[config.mk]
export PLATFORM = sky130hd
export DESIGN_NAME = score_digit_scanner
export DESIGN_NICKNAME = d
export VERILOG_FILES = /design/src/rtl/score_digit_scanner.sv
export SDC_FILE = /design/constraint.sdc
export NUM_CORES = 1
export LEC_CHECK = 0
export ABC_AREA = 0
export BUFFER_PORTS_ARGS = -buffer_cell sky130_fd_sc_hd__clkbuf_2
export CORE_MARGIN = 3
export CORE_UTILIZATION = 24
export DETAILED_ROUTE_END_ITERATION = 7
export GPL_TIMING_DRIVEN = 0
export REMOVE_ABC_BUFFERS = 1
export SYNTH_ARGS = -nofsm -noshare
export SYNTH_HDL_FRONTEND = slang
export SYNTH_SLANG_ARGS = --single-unit
[constraint.sdc]
create_clock -name clk -period 9 [get_ports clk]
set_input_delay 1.8 -clock clk [delete_from_list [all_inputs] [get_ports clk]]
set_output_delay 1.8 -clock clk [all_outputs]
set_load 0.05 [all_outputs]
[src/rtl/score_digit_scanner.sv]
// Binary score to four BCD digits (sequential double-dabble) with a multiplexed 4-digit display scan.
// Optional LEADING_ZERO_BLANK_EN: blank leading zero digits; the units digit always stays lit.
module score_digit_scanner #(
  parameter int REFRESH_DIV = 100000,
  parameter int SCORE_W     = 14
) (
  input  logic               clk,
  input  logic               reset,
  input  logic [SCORE_W-1:0] score,
  input  logic               score_valid,
  output logic               busy,
  output logic [3:0]         displayed_digit,
  output logic [3:0]         anode
);

  localparam int SR_W  = 16 + SCORE_W;
  localparam int CNT_W = $clog2(SCORE_W);
  localparam int REF_W = (REFRESH_DIV > 2) ? $clog2(REFRESH_DIV) : 1;
  localparam logic [CNT_W-1:0] LAST_STEP = CNT_W'(SCORE_W - 1);
  localparam logic [REF_W-1:0] REF_LAST  = REF_W'(REFRESH_DIV - 1);

  typedef enum logic [1:0] {IDLE, CONV, COMMIT} state_t;

  state_t             state;
  state_t             state_next;
  logic [SR_W-1:0]    shift_reg;
  logic [SCORE_W-1:0] shadow;
  logic [SCORE_W-1:0] load_value;
  logic               pending;
  logic [CNT_W-1:0]   step;
  logic [15:0]        bcd;
  logic [REF_W-1:0]   refresh_cnt;
  logic [1:0]         index;
  logic               lit;

  function automatic logic [SCORE_W-1:0] saturate(input logic [SCORE_W-1:0] value);
    logic [13:0] wide;
    wide = 14'(value);
    if (wide > 14'd9999) wide = 14'd9999;
    return wide[SCORE_W-1:0];
  endfunction

  function automatic logic [SR_W-1:0] dabble_step(input logic [SR_W-1:0] sr);
    logic [SR_W-1:0] adj;
    logic [3:0]      nib;
    adj = sr;
    for (int d = 0; d < 4; d++) begin
      nib = adj[SCORE_W + 4*d +: 4];
      if (nib >= 4'd5) adj[SCORE_W + 4*d +: 4] = nib + 4'd3;
    end
    return {adj[SR_W-2:0], 1'b0};
  endfunction

  // A strobe arriving in the same cycle as COMMIT is newer than anything in the shadow.
  assign load_value = score_valid ? saturate(score) : shadow;
  assign busy       = (state != IDLE);

  always_ff @(posedge clk or posedge reset) begin
    if (reset) state <= IDLE;
    else       state <= state_next;
  end

  always_comb begin
    state_next = state;
    case (state)
      IDLE:    if (score_valid) state_next = CONV;
      CONV:    if (step == LAST_STEP) state_next = COMMIT;
      COMMIT:  state_next = (pending || score_valid) ? CONV : IDLE;
      default: state_next = IDLE;
    endcase
  end

  always_ff @(posedge clk or posedge reset) begin
    if (reset) begin
      shift_reg <= '0;
      shadow    <= '0;
      pending   <= 1'b0;
      step      <= '0;
      bcd       <= '0;
    end else begin
      if (score_valid) shadow <= saturate(score);
      case (state)
        IDLE: begin
          if (score_valid) begin
            shift_reg <= {16'd0, saturate(score)};
            step      <= '0;
          end
        end
        CONV: begin
          shift_reg <= dabble_step(shift_reg);
          step      <= step + 1'b1;
          if (score_valid) pending <= 1'b1;
        end
        COMMIT: begin
          bcd     <= shift_reg[SR_W-1 -: 16];
          pending <= 1'b0;
          if (pending || score_valid) begin
            shift_reg <= {16'd0, load_value};
            step      <= '0;
          end
        end
        default: ;
      endcase
    end
  end

`ifdef LEADING_ZERO_BLANK_EN
  always_comb begin
    lit = 1'b1;
    case (index)
      2'd3:    lit = (bcd[15:12] != 4'd0);
      2'd2:    lit = (bcd[15:8]  != 8'd0);
      2'd1:    lit = (bcd[15:4]  != 12'd0);
      default: lit = 1'b1;
    endcase
  end
`else
  assign lit = 1'b1;
`endif

  // Scan timing free-runs; outputs are registered one cycle behind the digit index.
  always_ff @(posedge clk or posedge reset) begin
    if (reset) begin
      refresh_cnt     <= '0;
      index           <= 2'd0;
      anode           <= 4'b1111;
      displayed_digit <= 4'd0;
    end else begin
      if (refresh_cnt == REF_LAST) begin
        refresh_cnt <= '0;
        index       <= index + 2'd1;
      end else begin
        refresh_cnt <= refresh_cnt + 1'b1;
      end
      anode           <= lit ? ~(4'b0001 << index) : 4'b1111;
      displayed_digit <= bcd[{index, 2'b00} +: 4];
    end
  end

endmodule

==> impl_metrics.json <==
{
  "ctsResizeCount": 0,
  "ant_nets": 0,
  "cts_hold_buffers": 0,
  "period_share_pct": 46.50,
  "final.setup_skew_ps": 11.67,
  "grt_setup_unrepaired": "no",
  "vdd_drop_max_v": 0.00007623,
  "slew_viol_final": 0,
  "clk_latency_ps": 360,
  "grt_pass1_vias": 3507,
  "wl_per_cell_um": 13.75,
  "synth-main-ff-cell": "dfrtp_1",
  "clkPwrFrac_pct": 35.7,
  "firstDrtPassIters": 4,
  "grt_pass1_wl_mm": 16.96,
  "reg2reg_slack_ps": 5390,
  "core_mm2": 0.01896,
  "via_per_inst": 4.634,
  "grt.overflow.total": 0,
  "setup_viol": 0,
  "required_ps": 9230,
  "synth_top_area_share_pct": 47.87,
  "antennaDiodeCount": 0,
  "drc": 0,
  "synth_edf_count": 0,
  "drt_iter0_drc": 199,
  "synth_top_cell_by_area": "dfrtp_1",
  "power_density_mw_per_mm2": 208.0,
  "worstReg2RegStart": "state[0]",
  "area_growth_pct": 15.32,
  "clk_pin_slew_worst_paths_ps": 60,
  "whs_path_depth": 1,
  "clock-sinks": 94,
  "ys_seq_area_share_pct": 50.11,
  "synth_area_leaders": "dfrtp_1, ha_1, mux2_2",
  "die_h_um": 146.0,
  "post_synth_inst_count": 437,
  "intPower_uw": 778.5,
  "design.die.area_mm2": 0.02132,
  "drt_wl_total_mm": 9.885,
  "postCtsSetupBuffers": 0,
  "routabilityCongestion": 0.7650,
  "cts_tree": "yes",
  "hold_slack_ps": 477.8,
  "holdCritStartpoint": "shift_reg[13]",
  "fmax_mhz": 238.9,
  "hold_class": "reg2reg",
  "timing.max_cap.violations": 0,
  "tightest_slew_ps": 1267,
  "portBuffers": 25,
  "dp_hpwl_mm": 6.757,
  "cts_root_buf": "clkbuf_16",
  "worst-endpoint-arrival_ps": 4420,
  "reg2reg_to": "shift_reg[17]",
  "yosys_warnings": 0,
  "antenna_found_initial": 0,
  "setup.worst_path.class": "in2reg",
  "clock_path_buffers": 2,
  "path_max_fanout": 36,
  "rows": 50,
  "ys_seq_elements": 94,
  "die_width_um": 146.0,
  "crit_path_start_kind": "input port",
  "critPathCaptureType": "flip-flop",
  "reg2reg_depth": 6,
  "htree_levels": 3,
  "largest_reg_flops": 30,
  "status": "finished clean",
  "async_reset_ff_share_pct": 100.0,
  "p_switching_uw": 350.1,
  "initial_core_util_pct": 24.82,
  "hold_path_end": "shift_reg[13]",
  "nets": 490,
  "hold_violations": 0,
  "p_leak_uw": 0.002374,
  "slew_headroom_pct": 15.50,
  "combPwrFrac_pct": 20.3,
  "cts_made_buffers": 9,
  "synth.avg_cell_area_um2": 10.77,
  "grt_max_degree": 50,
  "dr_total_vias": 3332,
  "ys_types": 52,
  "fin_setup_tns_ps": 0,
  "netlist_area_mm2": 0.004705,
  "io_pins": 26,
  "layout-drive-gt1-share_pct": 18.30,
  "period_needed_ps": 4185,
  "grt.total_usage_pct": 9.639,
  "p_seq_share_pct": 44.0,
  "p_sw_share_pct": 31.02
}
[stage by stage]
stage	total power (µW)	utilization (%)	area (µm²)	instances	setup slack (ps)
after floorplan	664.4	-	4616	416	4758
after global placement	720.5	26.73	5066	701	3627
after detailed placement	734.8	26.97	5112	703	4474
after CTS	1141	28.62	5425	719	4856
after global routing	1194	28.62	5425	719	4538
final	1129	28.62	5425	719	4815
[synth_stat cells (2+ instances only)]
cell      instances
a211oi_1          5
a21oi_1          23
a221oi_1          3
a22o_1           12
a31oi_1           4
a32o_1            4
and2_1            3
and3_1            5
and4_1            3
buf_1             3
buf_2             5
clkbuf_1         12
dfrtp_1          90
dfstp_2           4
ha_1             19
inv_1            24
mux2_2           20
mux2i_1           5
mux4_2            4
nand2_1          23
nand2b_1         15
nand3_1           8
nand4_1           4
nor2_1           31
nor2b_1           8
nor3_1            3
nor3b_1           2
nor4_1            2
o211ai_1          6
o21a_1            4
o21ai_0          21
o221a_2           3
o22a_1            7
o22ai_1           5
o31ai_1           7
or2_2             5
or3_1             2
xnor2_1          14
xor2_1            6
[final cells by class]
| cell class | count | area, µm² |
|---|---|---|
| sequential | 94 | 2357 |
| clock inverter | 6 | 73.82 |
| inverter | 24 | 92.59 |
| tap | 260 | 325.3 |
| fill | 1947 | 13530 |
| timing repair buffer | 27 | 163.9 |
| multi-input combinational | 298 | 2173 |
| clock buffer | 10 | 239.0 |
[routing by layer]
metal,up-vias,routed length (µm),GRT usage [%]
met5,-,0,0
met4,0,249,4.563
met3,15,324,2.273
met2,47,4610,15.42
met1,1673,4700,12.33
li1,1597,-,-
[kinds of logic after synthesis]
logic type | after synthesis | synth area share [%]
adders and majority gates | 19 | 5.053
xor gates and xnor gates | 20 | 3.723
muxes | 29 | 7.766
and+or+nand+nor | 121 | 13.64
DFF | 94 | 50.11
buffers and inverters | 45 | 3.803
AOI/OAI and AO/OA | 109 | 15.90
[critical path: stages]
cell	delay, ps
clkbuf_2	420
nor2b_1	430
or3_1	1020
nor2_2	360
a32o_1	370
[worst max path at each step]
stage	start	endpoint	slack, ps	cells after the start
2_1_floorplan	reset	bcd[0]	4760	1
3_3_place_gp	reset	shift_reg[19]	3630	2
3_5_place_dp	score_valid	shift_reg[17]	4470	5
4_1_cts	score_valid	shift_reg[17]	4860	5
5_1_grt	score_valid	shift_reg[17]	4540	5
6_report	score_valid	shift_reg[17]	4810	5
[cells in the final DEF, fill, tap and decap left out, drive strengths merged, types with 8 or more instances in the layout]
cell type / synthesis / final
a22o: 12 / 12
xnor2: 14 / 14
nand3: 8 / 8
nor2b: 8 / 8
o21ai: 22 / 22
mux2: 20 / 20
ha: 19 / 19
dfrtp: 90 / 90
clkbuf: 12 / 35
inv: 24 / 27
nor2: 32 / 32
a21oi: 23 / 23
nand2b: 15 / 15
nand2: 23 / 23
[power groups by stage]
stage	clock, µW	combinational [µW]	sequential, µW
floorplan	0	167	497
global placement	0	218	502
detailed placement	0	231	504
CTS	414	231	496
global route	432	261	502
finish	403	229	496
Power figures use the tool's default switching activity.
